<file path="config.mk">
export PLATFORM = sky130hd
export DESIGN_NAME = counter_stream_gen
export DESIGN_NICKNAME = d
export VERILOG_FILES = /design/src/rtl/counter_stream_gen_pkg.sv /design/src/rtl/counter_stream_gen_pace_timer.sv /design/src/rtl/counter_stream_gen.sv
export SDC_FILE = /design/constraint.sdc
export NUM_CORES = 1
export LEC_CHECK = 0
export CAP_MARGIN = 20
export CORE_AREA = 8 8 76 58
export CTS_BUF_LIST = sky130_fd_sc_hd__clkbuf_8 sky130_fd_sc_hd__clkbuf_16
export CTS_CLUSTER_DIAMETER = 200
export DETAILED_ROUTE_END_ITERATION = 6
export DIE_AREA = 0 0 84 66
export PLACE_DENSITY = 0.69
export SETUP_SLACK_MARGIN = 0.5
export SLEW_MARGIN = 10
export SYNTH_ARGS = -nofsm -noshare
export SYNTH_HDL_FRONTEND = slang
export SYNTH_HIERARCHICAL = 1
export SYNTH_SLANG_ARGS = --single-unit
</file>
<file path="constraint.sdc">
create_clock -name clk -period 2.25 [get_ports clk]
set_clock_uncertainty 0.05 [all_clocks]
set_input_delay 0.675 -clock clk [delete_from_list [all_inputs] [get_ports clk]]
set_output_delay 0.675 -clock clk [all_outputs]
set_load 0.005 [all_outputs]
</file>
<file path="src/rtl/counter_stream_gen_pkg.sv">
// Shared definitions for the counter stream generator: opcodes, FSM encoding,
// checker classification codes and the per-opcode sample arithmetic.
package counter_stream_pkg;

  localparam logic [1:0] OP_HOLD   = 2'b00;
  localparam logic [1:0] OP_INCR   = 2'b01;
  localparam logic [1:0] OP_DECR   = 2'b10;
  localparam logic [1:0] OP_INJECT = 2'b11;

  typedef enum logic [1:0] {
    ST_IDLE = 2'b00,
    ST_EMIT = 2'b01,
    ST_GAP  = 2'b10
  } state_e;

  // Classification codes reported by the companion counter checker
  localparam logic [2:0] CHK_STABLE = 3'b000;
  localparam logic [2:0] CHK_INCR   = 3'b100;
  localparam logic [2:0] CHK_DECR   = 3'b010;
  localparam logic [2:0] CHK_ERROR  = 3'b001;

  function automatic logic [3:0] sample_value(input logic [1:0] op, input logic [3:0] cur);
    logic [3:0] v;
    case (op)
      OP_HOLD:   v = cur;
      OP_INCR:   v = cur + 4'd1;
      OP_DECR:   v = cur - 4'd1;
      OP_INJECT: v = cur + 4'd2;
      default:   v = cur;
    endcase
    return v;
  endfunction

  // An injected sample is an error on purpose, so the reference value stays put
  function automatic logic [3:0] next_cur(input logic [1:0] op, input logic [3:0] cur);
    logic [3:0] v;
    case (op)
      OP_INCR: v = cur + 4'd1;
      OP_DECR: v = cur - 4'd1;
      default: v = cur;
    endcase
    return v;
  endfunction

endpackage

</file>
<file path="src/rtl/counter_stream_gen_pace_timer.sv">
// Idle-cycle pacer: loaded with the gap length, counts down, and flags the
// last idle cycle so the sequencer can return to emitting.
module pace_timer (
  input  logic       clk,
  input  logic       rst,
  input  logic       load,
  input  logic       en,
  input  logic [3:0] period,
  output logic       done
);

  logic [3:0] cnt_r;

  // Countdown register; loading period-1 makes done coincide with the final idle cycle
  always_ff @(posedge clk or posedge rst) begin
    if (rst) begin
      cnt_r <= 4'd0;
    end else if (load) begin
      cnt_r <= period - 4'd1;
    end else if (en && (cnt_r != 4'd0)) begin
      cnt_r <= cnt_r - 4'd1;
    end else begin
      cnt_r <= cnt_r;
    end
  end

  assign done = (cnt_r == 4'd0);

endmodule

</file>
<file path="src/rtl/counter_stream_gen.sv">
// Command-driven generator of paced modulo-16 sample streams for exercising the
// counter checker, including deliberate error injection.
module counter_stream_gen
  import counter_stream_pkg::*;
#(
  parameter int unsigned GAP = 0
) (
  input  logic       clk,
  input  logic       rst,
  input  logic       cmd_valid,
  output logic       cmd_ready,
  input  logic [1:0] cmd_op,
  input  logic [3:0] cmd_count,
  output logic       valid,
  output logic [3:0] out,
  output logic       busy,
  output logic       err_injected
);

  localparam logic [3:0] GAP_V = 4'(GAP);

  state_e     state_r;
  state_e     state_s;
  logic [1:0] op_r;
  logic [3:0] rem_r;
  logic [3:0] cur_r;
  logic [3:0] out_r;
  logic       valid_r;
  logic       err_r;
  logic       accept_s;
  logic [1:0] op_sel_s;
  logic       timer_load_s;
  logic       timer_en_s;
  logic       timer_done_s;

  assign cmd_ready = (state_r == ST_IDLE);
  assign busy      = (state_r != ST_IDLE);
  assign accept_s  = cmd_valid && (state_r == ST_IDLE);
  // On the accept edge the latched opcode is not yet valid, so use the incoming one
  assign op_sel_s   = accept_s ? cmd_op : op_r;
  assign timer_en_s = (state_r == ST_GAP);

  pace_timer u_pace_timer (
    .clk    (clk),
    .rst    (rst),
    .load   (timer_load_s),
    .en     (timer_en_s),
    .period (GAP_V),
    .done   (timer_done_s)
  );

  // Next-state decode and pacer load request
  always_comb begin
    state_s      = state_r;
    timer_load_s = 1'b0;
    case (state_r)
      ST_IDLE: begin
        if (accept_s) begin
          state_s = ST_EMIT;
        end else begin
          state_s = ST_IDLE;
        end
      end
      ST_EMIT: begin
        if (rem_r == 4'd0) begin
          state_s = ST_IDLE;
        end else if (GAP_V != 4'd0) begin
          state_s      = ST_GAP;
          timer_load_s = 1'b1;
        end else begin
          state_s = ST_EMIT;
        end
      end
      ST_GAP: begin
        if (timer_done_s) begin
          state_s = ST_EMIT;
        end else begin
          state_s = ST_GAP;
        end
      end
      default: begin
        state_s = ST_IDLE;
      end
    endcase
  end

  // State register
  always_ff @(posedge clk or posedge rst) begin
    if (rst) begin
      state_r <= ST_IDLE;
    end else begin
      state_r <= state_s;
    end
  end

  // Command latch and remaining-sample count
  always_ff @(posedge clk or posedge rst) begin
    if (rst) begin
      op_r  <= OP_HOLD;
      rem_r <= 4'd0;
    end else if (accept_s) begin
      op_r  <= cmd_op;
      rem_r <= (cmd_op == OP_INJECT) ? 4'd0 : cmd_count;
    end else if ((state_r == ST_EMIT) && (rem_r != 4'd0)) begin
      op_r  <= op_r;
      rem_r <= rem_r - 4'd1;
    end else begin
      op_r  <= op_r;
      rem_r <= rem_r;
    end
  end

  // Sample outputs are computed on the edge entering EMIT so they are registered
  always_ff @(posedge clk or posedge rst) begin
    if (rst) begin
      valid_r <= 1'b0;
      err_r   <= 1'b0;
      out_r   <= 4'd0;
      cur_r   <= 4'd0;
    end else if (state_s == ST_EMIT) begin
      valid_r <= 1'b1;
      err_r   <= (op_sel_s == OP_INJECT);
      out_r   <= sample_value(op_sel_s, cur_r);
      cur_r   <= next_cur(op_sel_s, cur_r);
    end else begin
      valid_r <= 1'b0;
      err_r   <= 1'b0;
      out_r   <= out_r;
      cur_r   <= cur_r;
    end
  end

  assign valid        = valid_r;
  assign out          = out_r;
  assign err_injected = err_r;

endmodule

</file>
==> impl_metrics.ini <==
[grt]
grt_pass1_vias = 1232
grt_pass1_wl_um = 5802
grt-ovfl-total = 0
antenna_found_initial = 0
grt_max_degree = 19
grt_usage_pct = 12.76

[setup_path]
endpoint_kind = flip-flop
crit_type = flip-flop to flip-flop
required_ns = 2.38
cp_slowest_cell = dfrtp_1
arrival_ns = 2.26
cp-start-kind = flip-flop
crit_fanout = 6
max_stage_delay_ns = 0.41
cp_num_buf_inv = 0
crit_family = simple AND/OR/NAND/NOR gates
crit_chain = nor2_2 > and2_4 > mux2_4 > ha_4 > or2_4 > o32a_4 > nor2_4 > xnor2_2

[logic_synthesis]
yosysTopAreaCell = dfrtp_1
syn_inst = 148
yosysMostFrequentCell = dfrtp_1
synth_top_area_share_pct = 38.00
syn-cell-area_um2 = 1449
yosys-top-cells-count = 22 x dfrtp_1, 14 x inv_1, 12 x ha_1
yosys-top-cells-area = dfrtp_1 38%, ha_1 10%, mux2i_1 4.1%, inv_1 3.6%, xnor2_1 3.6%
yosysUniqueCellTypes = 49
ys_seq_area_share_pct = 38.00
yosysWarnings = 6
ys.flop_type = dfrtp_1
synth_seq_cells = 22
synthArstFlopShare_pct = 100.0
synth_area_per_cell_um2 = 9.790
synth-edff-count = 0

[clocking]
clock-sinks = 22
cts_buffers = 3
ctsLongestPathBuffers = 2
clock_latency_ns = 0.26
cts_tree = built
hold_buffers = 0
cts-root-buf = clkbuf_8
ctsHtreeMaxLevel = 1
clk_pin_slew_worst_paths_ns = 0.08

[layout]
drive_above_1_share_pct = 29.17
antenna_cells = 0
final-seq-area_um2 = 550.5
syn_to_final_growth_pct = 36.18
utilization_pct = 59.60
multiInputGateArea_um2 = 948.4
final_area_um2 = 1973
final_nets = 214
fillCellCount = 281

[pwr]
p_leak_nw = 0.8778
finalPower_mw = 2.897
power_density_nw_per_um2 = 1468
peakVddDrop_mv = 0.5863

[place]
gp_congestion = 0.8893
dp_hpwl_um = 2450
placed_area_um2 = 1799
io_buffer_count = 16

[floorplan]
dieHeight_um = 66
ios = 17
coreArea_um2 = 3311
die_area_um2 = 5544
rows = 18
die_w_um = 84
start_util_pct = 43.76

[timing]
fin_crit_sh_pct = 94.52
setup_violations = 0
fin_crit_ns = 2.127
finalMaxSlewViolations = 0
fmax_mhz = 470.2
holdWs_ns = 0.4424
finalHoldViolCount = 0
rsz0062_at_grt = yes

[route]
totalWireLength_um = 3559
num_vias = 1209
dr.first_iter.drc_count = 95
drc_errors = 0
ant_nets = 0
wl_per_cell_um = 15.34
vias_per_cell = 5.211
drt_pass1_iterations = 4

[min_path]
hold_path_class = flip-flop to flip-flop

[status]
status = completed

[run]
cap_viol_max_count = 0
[layout by cell type, fill, tap and decap left out, types with 4 or more instances in the layout]
| cell type | instances |
|---|---|
| inv_2 | 4 |
| inv_1 | 11 |
| ha_1 | 6 |
| xor2_1 | 4 |
| xnor2_1 | 5 |
| clkdlybuf4s50_1 | 5 |
| o21ai_0 | 5 |
| dlygate4sd2_1 | 8 |
| ha_2 | 4 |
| o21ai_1 | 5 |
| buf_6 | 6 |
| dfrtp_1 | 22 |
| nand2_1 | 4 |
| nor2b_1 | 5 |
| mux2i_1 | 5 |
| conb_1 | 9 |
| clkbuf_8 | 4 |
| a21oi_1 | 7 |
| buf_4 | 16 |
| nand3_1 | 6 |
[cell families (layout without fill, tap and decap cells)]
group | after synthesis | after routing | share of synthesized area (%)
multiplexers | 8 | 8 | 5.958
other | 1 | 9 | 0.2588
adder cells (fa/ha/maj) | 12 | 12 | 10.36
flip-flops | 22 | 22 | 38.00
buffers and inverters | 19 | 55 | 5.612
AO/OA/AOI/OAI | 40 | 40 | 19.78
XOR/XNOR | 10 | 10 | 6.045
AND/OR/NAND/NOR | 36 | 36 | 13.99
[flip-flops by register name, indices dropped and copies added, names as in the netlist]
name,count
out,4
cur_r,4
op_r,2
u_pace_timer/cnt_r,4
state_r,2
valid,1
err_injected,1
rem_r,4
[cell type report]
| type | instances | share of cell area (%) |
|---|---|---|
| Sequential cell | 22 | 27.90 |
| Timing Repair Buffer | 36 | 15.85 |
| Multi-Input combinational cell | 115 | 48.07 |
| Inverter | 15 | 2.854 |
| Clock buffer | 4 | 2.790 |
| Tap cell | 40 | 2.536 |
[final timing paths]
path | start | cells after the start | slack [ns] | to
hold / removal | out[0] | 1 | 0.44 | out[0]
hold reg to reg | out[0] | 1 | 0.44 | out[0]
setup reg to reg | state_r[1] | 8 | 0.12 | cur_r[2]
max in group asynchronous | rst | 3 | 1.25 | op_r[1]
min in group asynchronous | rst | 2 | 0.58 | u_pace_timer/cnt_r[2]
setup / recovery | state_r[1] | 8 | 0.12 | cur_r[2]
[through the flow]
stage	cells	setup WS, ns	setup TNS [ns]
after floorplan	156	-0.02293	-0.03341
after global placement	220	-0.5012	-3.520
after detailed placement	220	-0.5414	-3.693
after CTS	229	0.09863	0
after global routing	232	0.05711	0
final	232	0.1234	0
[per-layer routing]
metal	wire (µm)	GRT usage, %	up-vias	part of all wire (%)
met5	0	0	-	0
met4	34	4.292	0	0.96
met3	183	3.818	2	5.1
met2	1689	21.61	25	47
met1	1652	15.23	584	46
li1	-	-	598	-
[report_power, final]
group	switching (mW)	total (mW)	internal, mW
clock network	0.122	0.278	0.156
logic	0.906	1.88	0.973
registers	0.166	0.739	0.573
total	1.20	2.90	1.70
[repair_timing]
action / 4_1_cts / 5_1_grt
resized for setup: 28 / 14
setup endpoints to repair: 18 / 12
pin swaps: 8 / 10
setup buffers: 5 / 3
Note: power is estimated with default switching activity, not from simulation.
==> RTL change (config.mk and constraints unchanged) <==
Make the reset (`rst`) synchronous in 4 clocked blocks.
--- a/src/rtl/counter_stream_gen_pace_timer.sv
+++ b/src/rtl/counter_stream_gen_pace_timer.sv
@@ -14,3 +14,3 @@
   // Countdown register; loading period-1 makes done coincide with the final idle cycle
-  always_ff @(posedge clk or posedge rst) begin
+  always_ff @(posedge clk) begin
     if (rst) begin
--- a/src/rtl/counter_stream_gen.sv
+++ b/src/rtl/counter_stream_gen.sv
@@ -87,3 +87,3 @@
   // State register
-  always_ff @(posedge clk or posedge rst) begin
+  always_ff @(posedge clk) begin
     if (rst) begin
@@ -96,3 +96,3 @@
   // Command latch and remaining-sample count
-  always_ff @(posedge clk or posedge rst) begin
+  always_ff @(posedge clk) begin
     if (rst) begin
@@ -113,3 +113,3 @@
   // Sample outputs are computed on the edge entering EMIT so they are registered
-  always_ff @(posedge clk or posedge rst) begin
+  always_ff @(posedge clk) begin
     if (rst) begin
Behaviour: differs if rst is asserted again (counterexample within 4 cycles, from zero or initial values and one cycle with rst high); with rst held inactive, the same outputs for 10 cycles.
==> RTL change against the unedited design <==
  * The run now ends with setup timing left
  * Register-to-register slack worse by 60 ps
  * Worst setup slack worse by 190 ps
  * Cell area is 4.2% higher
  * Highest routed layer unchanged
  * Sequential cell count stayed put
  * Area after synthesis is 0.43% lower
  * Cell count is 9.1% higher
  * Wire length hardly changed
  * Global-route usage is 0.26 points higher
  * Maximum frequency is 8.3% lower
  * Die area stayed put
Power is not compared: it rests on default switching activity, and its combinational part moved more than twofold at a synthesized area within 25%.
==> RTL change: results (changes against the unedited design) <==
[cells_and_area]
n_all_inverters=14  ; -1
multi_input_gates=128  ; +11%
clockNetworkAreaShare_pct=2.678  ; -0.11 points
drive_gt1_share_pct=28.17  ; -1.0 points
bufAreaShareNonClock_pct=19.11  ; +3.3 points
buffers=45  ; +25%
nFillCells=289  ; +2.8%
area_delta_synth_final_pct=42.50

[placed_design]
gp_congestion=0.8938  ; +0.51%
dp_slack_ps=-789.6  ; -248.3 ps
dp_cells=237  ; +7.7%

[setup_path]
worstPathMaxFanout=4  ; -2
slowest_delay_ps=490  ; +80 ps

[run_status]
violations=setup timing
outcome=finished, violations left

[route]
avgViaCountPerCell=5.344  ; +2.5%
dr.first_iter.drc_count=65  ; -32%
vias=1352  ; +12%
met2_length_mm=1.683  ; -0.36%

[logic_synthesis]
yosys-top-cells-area=dfxtp_1 31%, ha_1 10%, mux2i_1 4.2%
synth_area_per_cell_um2=8.960  ; -8.5%
synth_cell_types=54  ; +10%

[global_route]
grt_pass1_wl_mm=6.092  ; +5.0%
gr-usage-met3_pct=3.448  ; -0.37 points
grt_util_met2_pct=22.96  ; +1.3 points

[timing]
finalWorstSetupSlack_ps=-69.69  ; -193.1 ps
setup_violations=2  ; +2

-- RTL change: cell types whose count changed in the layout (fill, tap and decap cells not counted), sizes merged, moves of 4 or more --
cell	unedited run	this run
buf	23	30
dfrtp	22	0
dfxtp	0	22
nor2	7	11
o21ai	11	6
o22ai	4	0
o31ai	0	4
xnor2	6	1
-- RTL change: worst paths after layout --
kind	startpoint	to	slack (ps)	cells past startpoint
min	out[1]	out[1]	410	2
min reg2reg	out[1]	out[1]	410	2
max reg2reg	state_r[1]	cur_r[2]	60	8
max	cmd_valid	cur_r[2]	-70	9
-- RTL change: cell families after synthesis --
kind of cell / count (synthesis) / share of synthesized area [%]
buf+inv: 21 / 6.851
compound gates: 48 / 25.07
xor+xnor: 3 / 1.822
mux: 7 / 4.944
fa+ha+maj: 12 / 10.41
other cells: 1 / 0.2599
flops: 22 / 30.53
simple gates: 47 / 20.12
